**src/rtl/db_bounce_gen.sv**
```systemverilog
// Mechanical-contact bounce emulator: turns a clean requested level into a bouncing button
// waveform with LFSR-randomised segment lengths, then reports when the line has settled.
module db_bounce_gen #(
  parameter int unsigned BOUNCES   = 4,
  parameter int unsigned MAX_HOLD  = 7,
  parameter int unsigned SETTLE    = 16,
  parameter logic [7:0]  LFSR_SEED = 8'hA5
) (
  input  logic clk,
  input  logic rst,
  input  logic target,
  input  logic bounce_en,
  output logic button,
  output logic busy,
  output logic done
);

  localparam int unsigned HW = (MAX_HOLD < 1) ? 1 : $clog2(MAX_HOLD + 1);
  localparam int unsigned TW = (BOUNCES == 0) ? 1 : $clog2(2 * BOUNCES + 1);
  localparam int unsigned SW = $clog2(SETTLE + 1);

  localparam logic [HW-1:0] HOLD_MAX    = HW'(MAX_HOLD);
  localparam logic [HW-1:0] HOLD_ONE    = HW'(1);
  localparam logic [TW-1:0] TGL_ONE     = TW'(1);
  localparam logic [TW-1:0] TGL_LAST    = (BOUNCES == 0) ? TW'(0) : TW'(2 * BOUNCES - 1);
  localparam logic [SW-1:0] SETTLE_LOAD = SW'(SETTLE);
  localparam logic [SW-1:0] SETTLE_ONE  = SW'(1);

  typedef enum logic [1:0] {
    StIdle,
    StBounce,
    StSettle
  } state_e;

  state_e        state_q, state_d;
  logic          button_q, button_d;
  logic          busy_q, busy_d;
  logic          done_q, done_d;
  logic          level_q, level_d;
  logic [HW-1:0] hold_q, hold_d;
  logic [TW-1:0] tgl_q, tgl_d;
  logic [SW-1:0] settle_q, settle_d;
  logic [7:0]    lfsr_q;
  logic          lfsr_fb;
  logic [HW-1:0] seg_raw;
  logic [HW-1:0] seg_len;

  assign lfsr_fb = lfsr_q[7] ^ lfsr_q[5] ^ lfsr_q[4] ^ lfsr_q[3];

  // Free-running regardless of FSM state, so segment lengths depend on when a change arrives.
  always_ff @(posedge clk or posedge rst) begin
    if (rst) begin
      lfsr_q <= LFSR_SEED;
    end else begin
      lfsr_q <= {lfsr_q[6:0], lfsr_fb};
    end
  end

  // Clamp the raw LFSR slice into 1..MAX_HOLD.
  always_comb begin
    seg_raw = lfsr_q[HW-1:0];
    if (seg_raw == '0) begin
      seg_len = HOLD_ONE;
    end else if (seg_raw > HOLD_MAX) begin
      seg_len = HOLD_MAX;
    end else begin
      seg_len = seg_raw;
    end
  end

  always_comb begin
    state_d  = state_q;
    button_d = button_q;
    busy_d   = busy_q;
    done_d   = 1'b0;
    level_d  = level_q;
    hold_d   = hold_q;
    tgl_d    = tgl_q;
    settle_d = settle_q;

    case (state_q)
      StIdle: begin
        if (target != button_q) begin
          level_d  = target;
          button_d = target;
          if (!bounce_en) begin
            done_d = 1'b1;
          end else if (BOUNCES == 0) begin
            busy_d   = 1'b1;
            settle_d = SETTLE_LOAD;
            state_d  = StSettle;
          end else begin
            busy_d  = 1'b1;
            hold_d  = seg_len;
            tgl_d   = '0;
            state_d = StBounce;
          end
        end
      end

      StBounce: begin
        hold_d = hold_q - HOLD_ONE;
        if (hold_q == HOLD_ONE) begin
          hold_d   = seg_len;
          tgl_d    = tgl_q + TGL_ONE;
          button_d = ~button_q;
          // Even toggle count, so this lands back on the accepted level.
          if (tgl_q == TGL_LAST) begin
            button_d = level_q;
            settle_d = SETTLE_LOAD;
            state_d  = StSettle;
          end
        end
      end

      StSettle: begin
        settle_d = settle_q - SETTLE_ONE;
        if (settle_q == SETTLE_ONE) begin
          done_d  = 1'b1;
          busy_d  = 1'b0;
          state_d = StIdle;
        end
      end

      default: begin
        state_d = StIdle;
      end
    endcase
  end

  always_ff @(posedge clk or posedge rst) begin
    if (rst) begin
      state_q  <= StIdle;
      button_q <= 1'b0;
      busy_q   <= 1'b0;
      done_q   <= 1'b0;
      level_q  <= 1'b0;
      hold_q   <= '0;
      tgl_q    <= '0;
      settle_q <= '0;
    end else begin
      state_q  <= state_d;
      button_q <= button_d;
      busy_q   <= busy_d;
      done_q   <= done_d;
      level_q  <= level_d;
      hold_q   <= hold_d;
      tgl_q    <= tgl_d;
      settle_q <= settle_d;
    end
  end

  assign button = button_q;
  assign busy   = busy_q;
  assign done   = done_q;

endmodule
```
**config.mk**
```make
export PLATFORM = sky130hd
export DESIGN_NAME = db_bounce_gen
export DESIGN_NICKNAME = d
export VERILOG_FILES = /design/src/rtl/db_bounce_gen.sv
export SDC_FILE = /design/constraint.sdc
export NUM_CORES = 1
export LEC_CHECK = 0
export BUFFER_PORTS_ARGS = -buffer_cell sky130_fd_sc_hd__buf_2
export CAP_MARGIN = 20
export CORE_ASPECT_RATIO = 0.6
export CORE_MARGIN = 5
export CORE_UTILIZATION = 50
export CTS_CLUSTER_DIAMETER = 150
export DETAILED_ROUTE_END_ITERATION = 8
export PLACE_DENSITY = 0.74
export SLEW_MARGIN = 20
export SYNTH_ARGS = -nofsm -noshare
export SYNTH_HDL_FRONTEND = slang
export SYNTH_SLANG_ARGS = --single-unit
```
**constraint.sdc**
```tcl
create_clock -name clk -period 1.6 [get_ports clk]
set_clock_uncertainty 0.1 [all_clocks]
set_input_delay 0 -clock clk [delete_from_list [all_inputs] [get_ports clk]]
set_output_delay 0 -clock clk [all_outputs]
set_load 0.05 [all_outputs]
```
---- Yosys cells after proc, flatten, opt, wreduce, memory -nomap -nowiden ----
Cells that the tools add are included.
storage, ports and cells
  logic and storage cells ................. 71
  register bits after elaboration ......... 26
  output and inout port bits .............. 3
  bits of input ports ..................... 4
operators by class
  add/sub/neg operators ................... 3
  muxes and demuxes ....................... 31
  reductions and logical operators ........ 12
  magnitude comparators ................... 1
  eq/ne operators ......................... 11
  bitwise operators ....................... 4
operators with widths
  kind                                                  number
  2-to-1 mux 3 bit                                      5
  2-to-1 mux 4 bit                                      3
  2-to-1 mux 2 bit                                      5
  2-to-1 mux 5 bit                                      2
  != test 2 bit, second input constant                  5
  case mux 5 bit (2 select lines)                       1
  2-to-1 mux 1 bit                                      9
  AND reduction 3 bit                                   3
  case mux 4 bit (2 select lines)                       1
  AND reduction 4 bit                                   2
  case mux 1 bit (2 select lines)                       3
  case mux 2 bit (3 select lines)                       1
  case mux 3 bit (2 select lines)                       1
  nonzero test 2 bit                                    3
  == test 5 x 1 -> 1 bit, second input constant         1
  AND reduction 5 bit                                   1
  subtractor 5 x 1 -> 5 bit, second input constant      1
  adder 4 x 1 -> 4 bit, second input constant           1
  == test 4 x 3 -> 1 bit, second input constant         1
  == test 3 x 1 -> 1 bit, second input constant         1
  greater-than comparator 3 bit, second input constant  1
  zero test 3 bit                                       1
  subtractor 3 x 1 -> 3 bit, second input constant      1
  bitwise XOR 1 bit                                     3
  6 further kinds                                       6

---- Longest topological paths before layout ----
  depth after elaboration ................. 6
  mapped depth ............................ 7
  gate-level depth less buffers ........... 6

---- Worst setup path before layout ----
No wires, ideal clock.
  kind .................................... register to register
  start point ............................. reg button_q, in the netlist button
  end point ............................... reg hold_q[0]
  data arrival time ....................... 1.451 ns
  stages on the path, launching flop included .. 5
  required time ........................... 1.374 ns
  clock period less this slack ............ 1.677 ns
  library setup time ...................... 0.126 ns
  path slack .............................. -0.077 ns
  path buffers ............................ 0
  cell sequence ........................... dfrtp_1 > xor2_2 > a21oi_1 > nor3_2 > o32a_1
between the ends
  longest elaborated chain between the ends .. 3
RTL lines
  item                                  RTL line  source
  start: declaration                    36        logic button_q, button_d;
  start signal: assignment              143       button_q <= button_d;
  != test 1 bit                         83        if (target != button_q) begin
  != test 2 bit (no source line)        --
  AND reduction 3 bit (no source line)  --
  end signal: assignment                147       hold_q <= hold_d;
  end: declaration                      40        logic [HW-1:0] hold_q, hold_d;
Every way passes these cells.
A chain may end at the register's enable or synchronous reset.

---- Worst setup path after layout ----
  start point ............................. reg tgl_q[0]
  end point ............................... reg button_q, in the netlist button
between the ends
  longest elaborated chain between the ends .. 4
RTL lines
  item                             RTL line  source
  start: declaration               41        logic [TW-1:0] tgl_q, tgl_d;
  start signal: assignment         148       tgl_q <= tgl_d;
  == test 4 x 3 -> 1 bit           108       if (tgl_q == TGL_LAST) begin
  2-to-1 mux 1 bit                 108
  2-to-1 mux 1 bit                 103       if (hold_q == HOLD_ONE) begin
  case mux 1 bit (2 select lines)  81        case (state_q)
Every way passes these cells. The select of a mux whose other input is x is not followed.

==> results.json <==
{
  "status": "finished clean",
  "ir_drop_mv": 0.813,
  "grt_pass1_wl_um": 4130,
  "drc": 0,
  "final_max_slew_viol_count": 0,
  "path_cells": "ha_1 > nor3b_1 > and3_1 > nor4b_1",
  "placed_cells": 174,
  "cp.required_ps": 1660,
  "path_clk_slew_ps": 90,
  "grt_pass1_vias": 930,
  "reg2reg_depth": 4,
  "netlist_top_cells_area": "dfrtp_1 (43%), dfstp_2 (8.1%), ha_1 (4.8%)",
  "ys.warnings.count": 0,
  "drive_gt1_share_pct": 24.3,
  "grt_usage_pct": 14.1,
  "cpPeakStageDelay_ps": 440,
  "vias": 976,
  "fin_nets": 158,
  "overflow": 0,
  "setup_viol": 0,
  "syn_area_um2": 1290,
  "dr.pass1.iters": 4,
  "die-width_um": 75.7,
  "r2r-start": "tgl_q[0]$_DFFE_PP0P_",
  "hold_depth": 3,
  "finalNonFillerCells": 180,
  "syn_avg_cell_area_um2": 9.96,
  "cts_sinks": 26,
  "layout_setup_ws_ps": 61.0,
  "slowest_stage": "dfrtp_1",
  "drt_iter0_markers": 34,
  "grt_setup_unrepaired": "yes",
  "synth_top_area_share_pct": 42.5,
  "synth-edff-count": 0,
  "hp-class": "in2reg",
  "p_total_mw": 2.29,
  "place_ws_ps": -43.6,
  "htreeDepth": 1,
  "antenna_found_initial": 0,
  "endpoint_kind": "flop",
  "die_area_um2": 3740,
  "dp_hpwl_um": 1740,
  "detail-route-antenna-nets": 0,
  "grt_max_degree": 27,
  "tightest_slew_ps": 349,
  "final_common_cell": "dfrtp_1",
  "min_from": "bounce_en",
  "syn_nets": 139,
  "ys_seq_area_share_pct": 50.6,
  "crit_type": "reg2reg",
  "placed_cell_area_um2": 1420,
  "gp_congestion": 0.793,
  "min_period_ps": 1540,
  "cts_tree": "done",
  "io_pins": 7,
  "clock.fmax_mhz": 650,
  "async_flop_share_pct": 100,
  "reg2reg_slack_ps": 60,
  "die_h_um": 49.4,
  "maxCapViolations": 0,
  "routed_wl_um": 2480,
  "viasPerCell": 5.42,
  "syn2layout_area_growth_pct": 19.3,
  "timing.rr.end": "button$_DFFE_PP0P_",
  "cts-root-buf": "clkbuf_8",
  "clk_path_buf_depth": 2,
  "slew_headroom_pct": 76.7,
  "hold_path_end": "busy$_DFFE_PP0P_",
  "crit_arrival_ps": 1600,
  "clk_latency_ps": 270,
  "cp_max_fo": 5,
  "core-area_um2": 2490,
  "wl_per_cell_um": 13.8,
  "final_cell_mix": "dfrtp_1 (21), nand2_1 (15), o21ai_1 (11)",
  "p_per_area_nw_per_um2": 1480,
  "fp-row-count": 14,
  "start_kind": "flop",
  "cts_buffers": 3,
  "yosys.area.top_type": "dfrtp_1",
  "synthCells": 130,
  "synth-main-ff-cell": "dfrtp_1",
  "total_leakage_power_nw": 0.681,
  "diodes": 0,
  "synth_seq_cells": 26,
  "min_period_over_period_pct": 96.2,
  "final_area_um2": 1550,
  "numPortBuffers": 6,
  "start_util_pct": 52.1,
  "hold_viol": 0,
  "synth.distinct_cells": 38
}
[power breakdown]
| group | total (mW) | switching [mW] | internal, mW | leakage [nW] |
|---|---|---|---|---|
| clock network | 0.538 | 0.203 | 0.335 | 0.0357 |
| logic | 0.809 | 0.431 | 0.378 | 0.328 |
| registers | 0.944 | 0.155 | 0.789 | 0.316 |
[kinds of logic after synthesis]
logic type / share of synthesized area [%]
xor gates and xnor gates: 5.99
and+or+nand+nor: 18.6
adders and majority gates: 4.83
AOI/OAI and AO/OA: 16.0
buffers and inverters: 3.96
DFF: 50.6
[critical path, delay by kind of cell, from the launching register on]
kind                       cells  cell delay (ps)
adders and majority gates      1              280
and+or+nand+nor                3              620
DFF                            1              440
[how the worst max path moves through the flow]
stage / to / from
floorplan: hold_q[0]$_DFFE_PP0P_ / button$_DFFE_PP0P_
global placement: button$_DFFE_PP0P_ / hold_q[1]$_DFFE_PP0P_
detailed placement: tgl_q[3]$_DFFE_PP0P_ / hold_q[1]$_DFFE_PP0P_
CTS: tgl_q[3]$_DFFE_PP0P_ / hold_q[1]$_DFFE_PP0P_
global route: tgl_q[3]$_DFFE_PP0P_ / hold_q[0]$_DFFE_PP0P_
finish: button$_DFFE_PP0P_ / tgl_q[0]$_DFFE_PP0P_
[through the flow]
stage	util (%)	setup TNS (ps)	hold slack [ps]
floorplan	-	0	-63.0
global placement	57.1	0	-35.3
detailed placement	57.1	-57.9	-30.7
CTS	61.0	0	16.9
global route	62.1	-98.1	30.2
finish	62.1	0	12.8
[cell usage after synthesis (all sizes together), types with 4 or more instances]
cell,count
xnor2,5
nand2,15
inv,8
dfrtp,22
nand2b,4
nor2b,4
dfstp,4
o21ai,13
nor2,10
a21oi,5
nor3,4
ha,5
a31oi,4
[layer usage]
metal	vias up	global-route usage, %	wire length (µm)	share of wire [%]
met5	-	0	0	0
met4	0	2.62	6	0.24
met3	2	4.32	97	3.9
met2	14	20.5	1120	45
met1	475	20.8	1260	51
li1	485	-	-	-
[state kept, by name, summed over array words and instances (netlist names)]
| signal | flops |
|---|---|
| button | 1 |
| busy | 1 |
| level_q | 1 |
| done | 1 |
| hold_q | 3 |
| tgl_q | 4 |
| settle_q | 5 |
| state_q | 2 |
| lfsr_q | 8 |
[area by class of cell]
class	instances	area (µm²)
Clock buffer	3	41.3
Clock inverter	1	30.0
Fill cell	210	942
Inverter	8	30.0
Multi-Input combinational cell	92	618
Sequential cell	26	657
Tap cell	32	40.0
Timing Repair Buffer	18	129
[repair_timing]
| item | CTS | global route |
|---|---|---|
| gates cloned | 0 | 0 |
| endpoints found under the hold margin | 27 | 0 |
| pin swaps | 0 | 1 |
| setup endpoints to repair | 2 | 6 |
| gates resized for setup | 2 | 6 |
| hold buffers | 2 | 0 |
| buffers inserted | 0 | 0 |
Power figures use the tool's default switching activity.
